--- src/rtl/pwm_multi_gen.sv ---
// pwm_multi_gen: NCH-channel PWM, one shared period counter, period/duty double-buffered to period boundaries.
// Optional macro PWM_CENTER_ALIGN_EN adds the mode input for up/down (center-aligned) counting.
module pwm_multi_gen #(
    parameter int NCH   = 4,
    parameter int CBITS = 14,
    parameter int CHW   = 2
) (
    input  logic             clk,
    input  logic             rst_n,
    input  logic             en,
    input  logic [CBITS-1:0] period,
    input  logic             duty_wr,
    input  logic [CHW-1:0]   duty_ch,
    input  logic [CBITS-1:0] duty_val,
`ifdef PWM_CENTER_ALIGN_EN
    input  logic             mode,
`endif
    output logic [NCH-1:0]   pulse,
    output logic             period_end
);
    logic [CBITS-1:0] cnt, cnt_nx, period_act;
    logic [CBITS-1:0] duty_sh  [NCH];
    logic [CBITS-1:0] duty_act [NCH];
    logic             wrap;
`ifdef PWM_CENTER_ALIGN_EN
    logic dir, dir_nx, mode_act, turn;
    // dir=1 is the down phase; it wraps at 1 so cnt=0 is visited once per period
    always_comb begin
        turn   = mode_act && !dir && cnt == period_act;
        wrap   = en && (mode_act ? (dir ? cnt == CBITS'(1) : (period_act <= CBITS'(1) && cnt == period_act))
                                 : cnt == period_act);
        dir_nx = !wrap && (dir || turn);
        cnt_nx = wrap ? '0 : (dir_nx ? cnt - CBITS'(1) : cnt + CBITS'(1));
    end
    always_ff @(posedge clk) begin
        if (!rst_n) begin
            dir      <= 1'b0;
            mode_act <= 1'b0;
        end else begin
            dir <= en && dir_nx;
            if (!en || wrap) mode_act <= mode;
        end
    end
`else
    always_comb begin
        wrap   = en && cnt == period_act;
        cnt_nx = wrap ? '0 : cnt + CBITS'(1);
    end
`endif
    always_ff @(posedge clk) begin
        if (!rst_n) begin
            cnt        <= '0;
            period_act <= '0;
            pulse      <= '0;
            period_end <= 1'b0;
            for (int i = 0; i < NCH; i++) begin
                duty_sh[i]  <= '0;
                duty_act[i] <= '0;
            end
        end else begin
            for (int i = 0; i < NCH; i++) begin
                if (duty_wr && int'(duty_ch) == i) duty_sh[i] <= duty_val;
                pulse[i] <= en && (cnt < duty_act[i]);
                if (!en || wrap) duty_act[i] <= duty_sh[i];
            end
            if (!en || wrap) period_act <= period;
            period_end <= wrap;
            cnt        <= en ? cnt_nx : '0;
        end
    end
endmodule

--- config.mk ---
export PLATFORM = sky130hd
export DESIGN_NAME = pwm_multi_gen
export DESIGN_NICKNAME = d
export VERILOG_FILES = /design/src/rtl/pwm_multi_gen.sv
export SDC_FILE = /design/constraint.sdc
export NUM_CORES = 1
export LEC_CHECK = 0
export CAP_MARGIN = 20
export CORE_ASPECT_RATIO = 0.75
export CORE_MARGIN = 2
export CORE_UTILIZATION = 44
export DETAILED_ROUTE_END_ITERATION = 10
export DONT_BUFFER_PORTS = 1
export GPL_ROUTABILITY_DRIVEN = 0
export GPL_TIMING_DRIVEN = 0
export PLACE_DENSITY = 0.55
export SETUP_SLACK_MARGIN = 0.5
export SLEW_MARGIN = 20
export SYNTH_ARGS = -nofsm -noshare
export SYNTH_HDL_FRONTEND = slang
export SYNTH_SLANG_ARGS = --single-unit
--- constraint.sdc ---
create_clock -name clk -period 4.35 [get_ports clk]
set_input_delay 0.87 -clock clk [delete_from_list [all_inputs] [get_ports clk]]
set_output_delay 0.87 -clock clk [all_outputs]
set_load 0.02 [all_outputs]
# Word-level counts from Yosys, hierarchy flattened
# Memories as Yosys holds them, arrays and structs flattened.
# Cells that the tools add are included.
[totals]
out_inout_bits = 5
in_bits = 34
mem_count = 2
ram_bits = 112
ff_bits = 33
[memory_table]
columns = ["memory", "words", "width", "read_ports", "rd_ports_with_merged_regs", "wr", "line", "rtl"]
rows = [
  ["duty_act", 4, 14, 4, 0, 4, "23", "logic [CBITS-1:0] duty_act [NCH];"],
  ["duty_sh", 4, 14, 4, 0, 4, "22", "logic [CBITS-1:0] duty_sh [NCH];"],
]
[op_classes]
bitwise = 10
n_addsub = 1
n_reduce_logical = 13
order_cmp = 4
mux = 24
n_eq_ne = 4
[ops]
columns = ["op", "count"]
rows = [
  ["$mux W14", 8],
  ["$lt A14 B14 Y1", 4],
  ["$mux W1", 16],
  ["$add A14 B1 Y14 const B", 1],
  ["$eq A14 B14 Y1", 1],
  ["$logic_and A1 B1 Y1", 9],
  ["$or A1 B1 Y1", 8],
  ["$eq A2 B2 Y1 const B", 2],
  ["$reduce_or A3 Y1", 1],
  ["$eq A2 B1 Y1 const B", 1],
  ["$logic_not A2 Y1", 1],
  ["$not A1 Y1", 2],
  ["$logic_not A1 Y1", 1],
  ["$logic_or A1 B1 Y1", 1],
]

# Depth between registers and ports, before layout
[depth]
word_depth = 7
ltp_mapped = 8
mapped_depth_nobuf = 7

# Least setup slack after synthesis
# OpenSTA, ideal clock, no wires.
[synth_path]
path_type = "input-to-reg"
from = "input port duty_ch[0]"
to = "memory duty_sh[0][0] (enable)"
n_path_buf = 0
setup_time_ns = 0.404
stages = 2
path_slack_ns = 1.860
arrival_ns = 2.085
required_ns = 3.946
cell_sequence = "nand2b_1 -> o21ai_0"
[synth_lines]
columns = ["element", "line", "rtl"]
rows = [
  ["from (decl)", "13", "input logic [CHW-1:0] duty_ch,"],
  ["to (decl)", "22", ""],
]

==> impl_metrics.csv <==
group,metric,value,unit
clock_network,clkLatencyLatePin,420,ps
route,ant_nets,0,
flow_run,max_cap_viol_count,0,
cells_and_area,area_growth,12.4,%
clock_network,cts_hold_buf,0,
global_route,grt_pass1_vias,4041,
synth,synth_cells,577,
global_route,groute.usage.overall,0.179,
floorplanning,start_util,0.453,
sta,period_needed,2720,ps
synth,yosysWarnings,0,
route,avgViaCountPerCell,4.75,
global_route,grt_max_degree,66,
cells_and_area,layout-drive-gt1-share,0.0867,
worst_setup_path,crit_path_max_fanout,65,
sta,fmax,368,MHz
synth,synth.distinct_cells,33,
worst_setup_path,critical_path.top_delay_family,"simple AND/OR/NAND/NOR gates",
power,clkPwrFrac,0.431,
floorplanning,ioPinCount,39,
global_route,grt_pass1_wl,22000,µm
route,drc,0,
sta,timing.setup.tns,0,ps
cells_and_area,nFillCells,1344,
power,p_per_area,424,nW/µm²
route,vias,3877,
clock_network,htree_levels,4,
worst_setup_path,cp_slowest_cell,"buf_4",
global_route,antenna_found_initial,0,
cells_and_area,antennaDiodeCount,0,
clock_network,clk_pin_slew,60,ps
clock_network,clk_path_buf_depth,2,
synth,yosysSeqAreaShare,0.580,
clock_network,cts_resized,0,
sta,drv_slew,0,
sta,finalSetupViolCount,0,
power,power_frac_seq,0.498,
worst_setup_path,cp-end-kind,"flip-flop",
global_route,top_usage_layer,"met2",
sta,slew_headroom,0.474,
worst_setup_path,setup.worst_path.start_class,"flip-flop",
sta,rsz0062_at_grt,"false",
route,drt-total-wl,13700,µm
synth,ys_ff_latch,145,
clock_network,cts_buffers,17,
cells_and_area,multi_input_area,2560,µm²
floorplanning,row_count,39,
route,dr.pass1.iters,4,
clock_network,postCtsSetupBuffers,0,
route,drt_iter0_drc,229,
worst_setup_path,cp.required,4400,ps
placement,port_buffers,0,
sta,hold_viol,0,
global_route,use_met3,0.0556,
worst_setup_path,cp_cell_sequence,"xor2_1 > nor4_1 > nand4_2 > nand3_1 > buf_4",
placement,dpl_cell_area,7230,µm²
clock_network,cts_tree,"yes",
cells_and_area,regArea,4020,µm²
sta,skew,6.75,ps
hold_path,hp-class,"reg -> reg",
power,power_frac_comb,0.071,
outcome,outcome,"completed",
floorplanning,die_w,149,µm
global_route,gr-usage-met1,0.258,
power,p_int,0.00251,W
sta,tightestPinTransition,789,ps
sta,period_share,0.625,
cells_and_area,final_cell_mix,"and2_1, edfxtp_1, inv_1",
floorplanning,dieHeight,113,µm
power,p_sw_frac,0.242,
clock_network,clockRootBuffer,"clkbuf_16",
worst_setup_path,critPathMaxStageDelay,650,ps
synth,netlist_area,6940,µm²
synth,syn_nets,664,
worst_setup_path,crit_type,"reg -> reg",
worst_setup_path,worst-path-buf-inv,1,
global_route,grtUsageMet2,0.259,
cells_and_area,final_cell_area,7800,µm²
power,ir_drop,302,µV
clock_network,clkSinkCount,145,
global_route,overflow,0,
power,leakage,3.33,nW
cells_and_area,nNetsFinal,685,
placement,detailed_place_hpwl,10200,µm
power,switchingPower,0.000802,W
route,avgRoutedWirePerCell,16.8,µm
floorplanning,dieArea,16800,µm²
worst_setup_path,arrival,2760,ps
floorplanning,coreArea,15300,µm²
synth,avgSynthCellArea,12.0,µm²
-- cell families after synthesis --
kind of cell / after synthesis / share of synthesized area
and+or+nand+nor: 212 / 0.169
buffers and inverters: 73 / 0.0530
muxes: 14 / 0.0202
DFF: 145 / 0.580
xor gates and xnor gates: 26 / 0.0328
AOI/OAI and AO/OA: 54 / 0.0497
adders and majority gates: 53 / 0.0955
-- metrics by stage --
stage / instances / util / hold slack [ps] / worst slack, ps / total power [W]
floorplan: 577 / - / 450 / 1860 / 0.00183
global placement: 782 / 0.470 / 470 / 1300 / 0.00190
detailed placement: 784 / 0.472 / 470 / 1630 / 0.00192
CTS: 816 / 0.509 / 485 / 1610 / 0.00334
global route: 816 / 0.509 / 498 / 1480 / 0.00344
finish: 816 / 0.509 / 483 / 1630 / 0.00331
-- path summary, 6_finish.rpt --
check / to / cells after the start / startpoint / slack [ps]
setup / recovery: duty_act[3][7] / 5 / cnt[7] / 1630
setup reg to reg: duty_act[3][7] / 5 / cnt[7] / 1630
hold / removal: period_act[11] / 2 / period_act[11] / 480
hold reg to reg: period_act[11] / 2 / period_act[11] / 480
-- per-layer routing --
layer | vias to the layer above | routed length [µm]
li1 | 2008 | -
met1 | 1790 | 7240
met2 | 67 | 5670
met3 | 12 | 598
met4 | 0 | 231
met5 | - | 0
-- power by group through the flow --
stage / sequential (W) / combinational [W] / clock [W]
4_1_cts: 0.00165 / 0.000239 / 0.00145
3_3_place_gp: 0.00168 / 0.000224 / 0
3_5_place_dp: 0.00168 / 0.000237 / 0
6_report: 0.00165 / 0.000235 / 0.00143
5_1_grt: 0.00166 / 0.000267 / 0.00152
2_1_floorplan: 0.00166 / 0.000178 / 0
-- layout make-up --
| class | count | area share |
|---|---|---|
| timing repair buffer | 2 | 0.00240 |
| multi-input combinational | 359 | 0.328 |
| sequential | 145 | 0.516 |
| buffer | 18 | 0.0210 |
| clock buffer | 17 | 0.0545 |
| inverter | 55 | 0.0265 |
| clock inverter | 15 | 0.0191 |
| tap | 205 | 0.0329 |
-- worst register-to-register path: stages, from the launching register on --
cell and delay [ps]:
dfxtp_1 620, xor2_1 130, nor4_1 420, nand4_2 210, nand3_1 250, buf_4 650
-- cell usage after synthesis --
cell type  number  area share
nand2b_1        6      0.0054
nor3_1          1     0.00072
clkbuf_8        3      0.0059
and2_4          1      0.0013
nor4_2          2      0.0036
a21boi_2        1      0.0016
nand4_1        11      0.0099
o21ai_0        10      0.0072
buf_6           6      0.0097
ha_1           53       0.096
dfxtp_1        33       0.095
a21o_1         19       0.021
xnor2_1         5      0.0063
clkbuf_1        6      0.0032
inv_1          55       0.030
buf_12          1      0.0029
xor2_1         21       0.026
nor2_1         29       0.016
and2_1        112        0.10
nor4_1          1     0.00090
edfxtp_1      112        0.48
a21oi_1        16       0.012
buf_2           2      0.0014
nand3_1         8      0.0058
a211oi_1        4      0.0043
and3_1          1     0.00090
nor2b_1         1     0.00090
mux2i_1        14       0.020
and4_1          1      0.0013
o2111ai_1       1      0.0013
o211ai_1        3      0.0032
nand2_1        37       0.020
nand4_2         1      0.0018
-- flip-flops by register name, summed over array words and instances (netlist names) --
register / cells
cnt: 14
duty_sh: 56
pulse: 4
period_end: 1
period_act: 14
duty_act: 56
(Power assumes the default switching activity.)
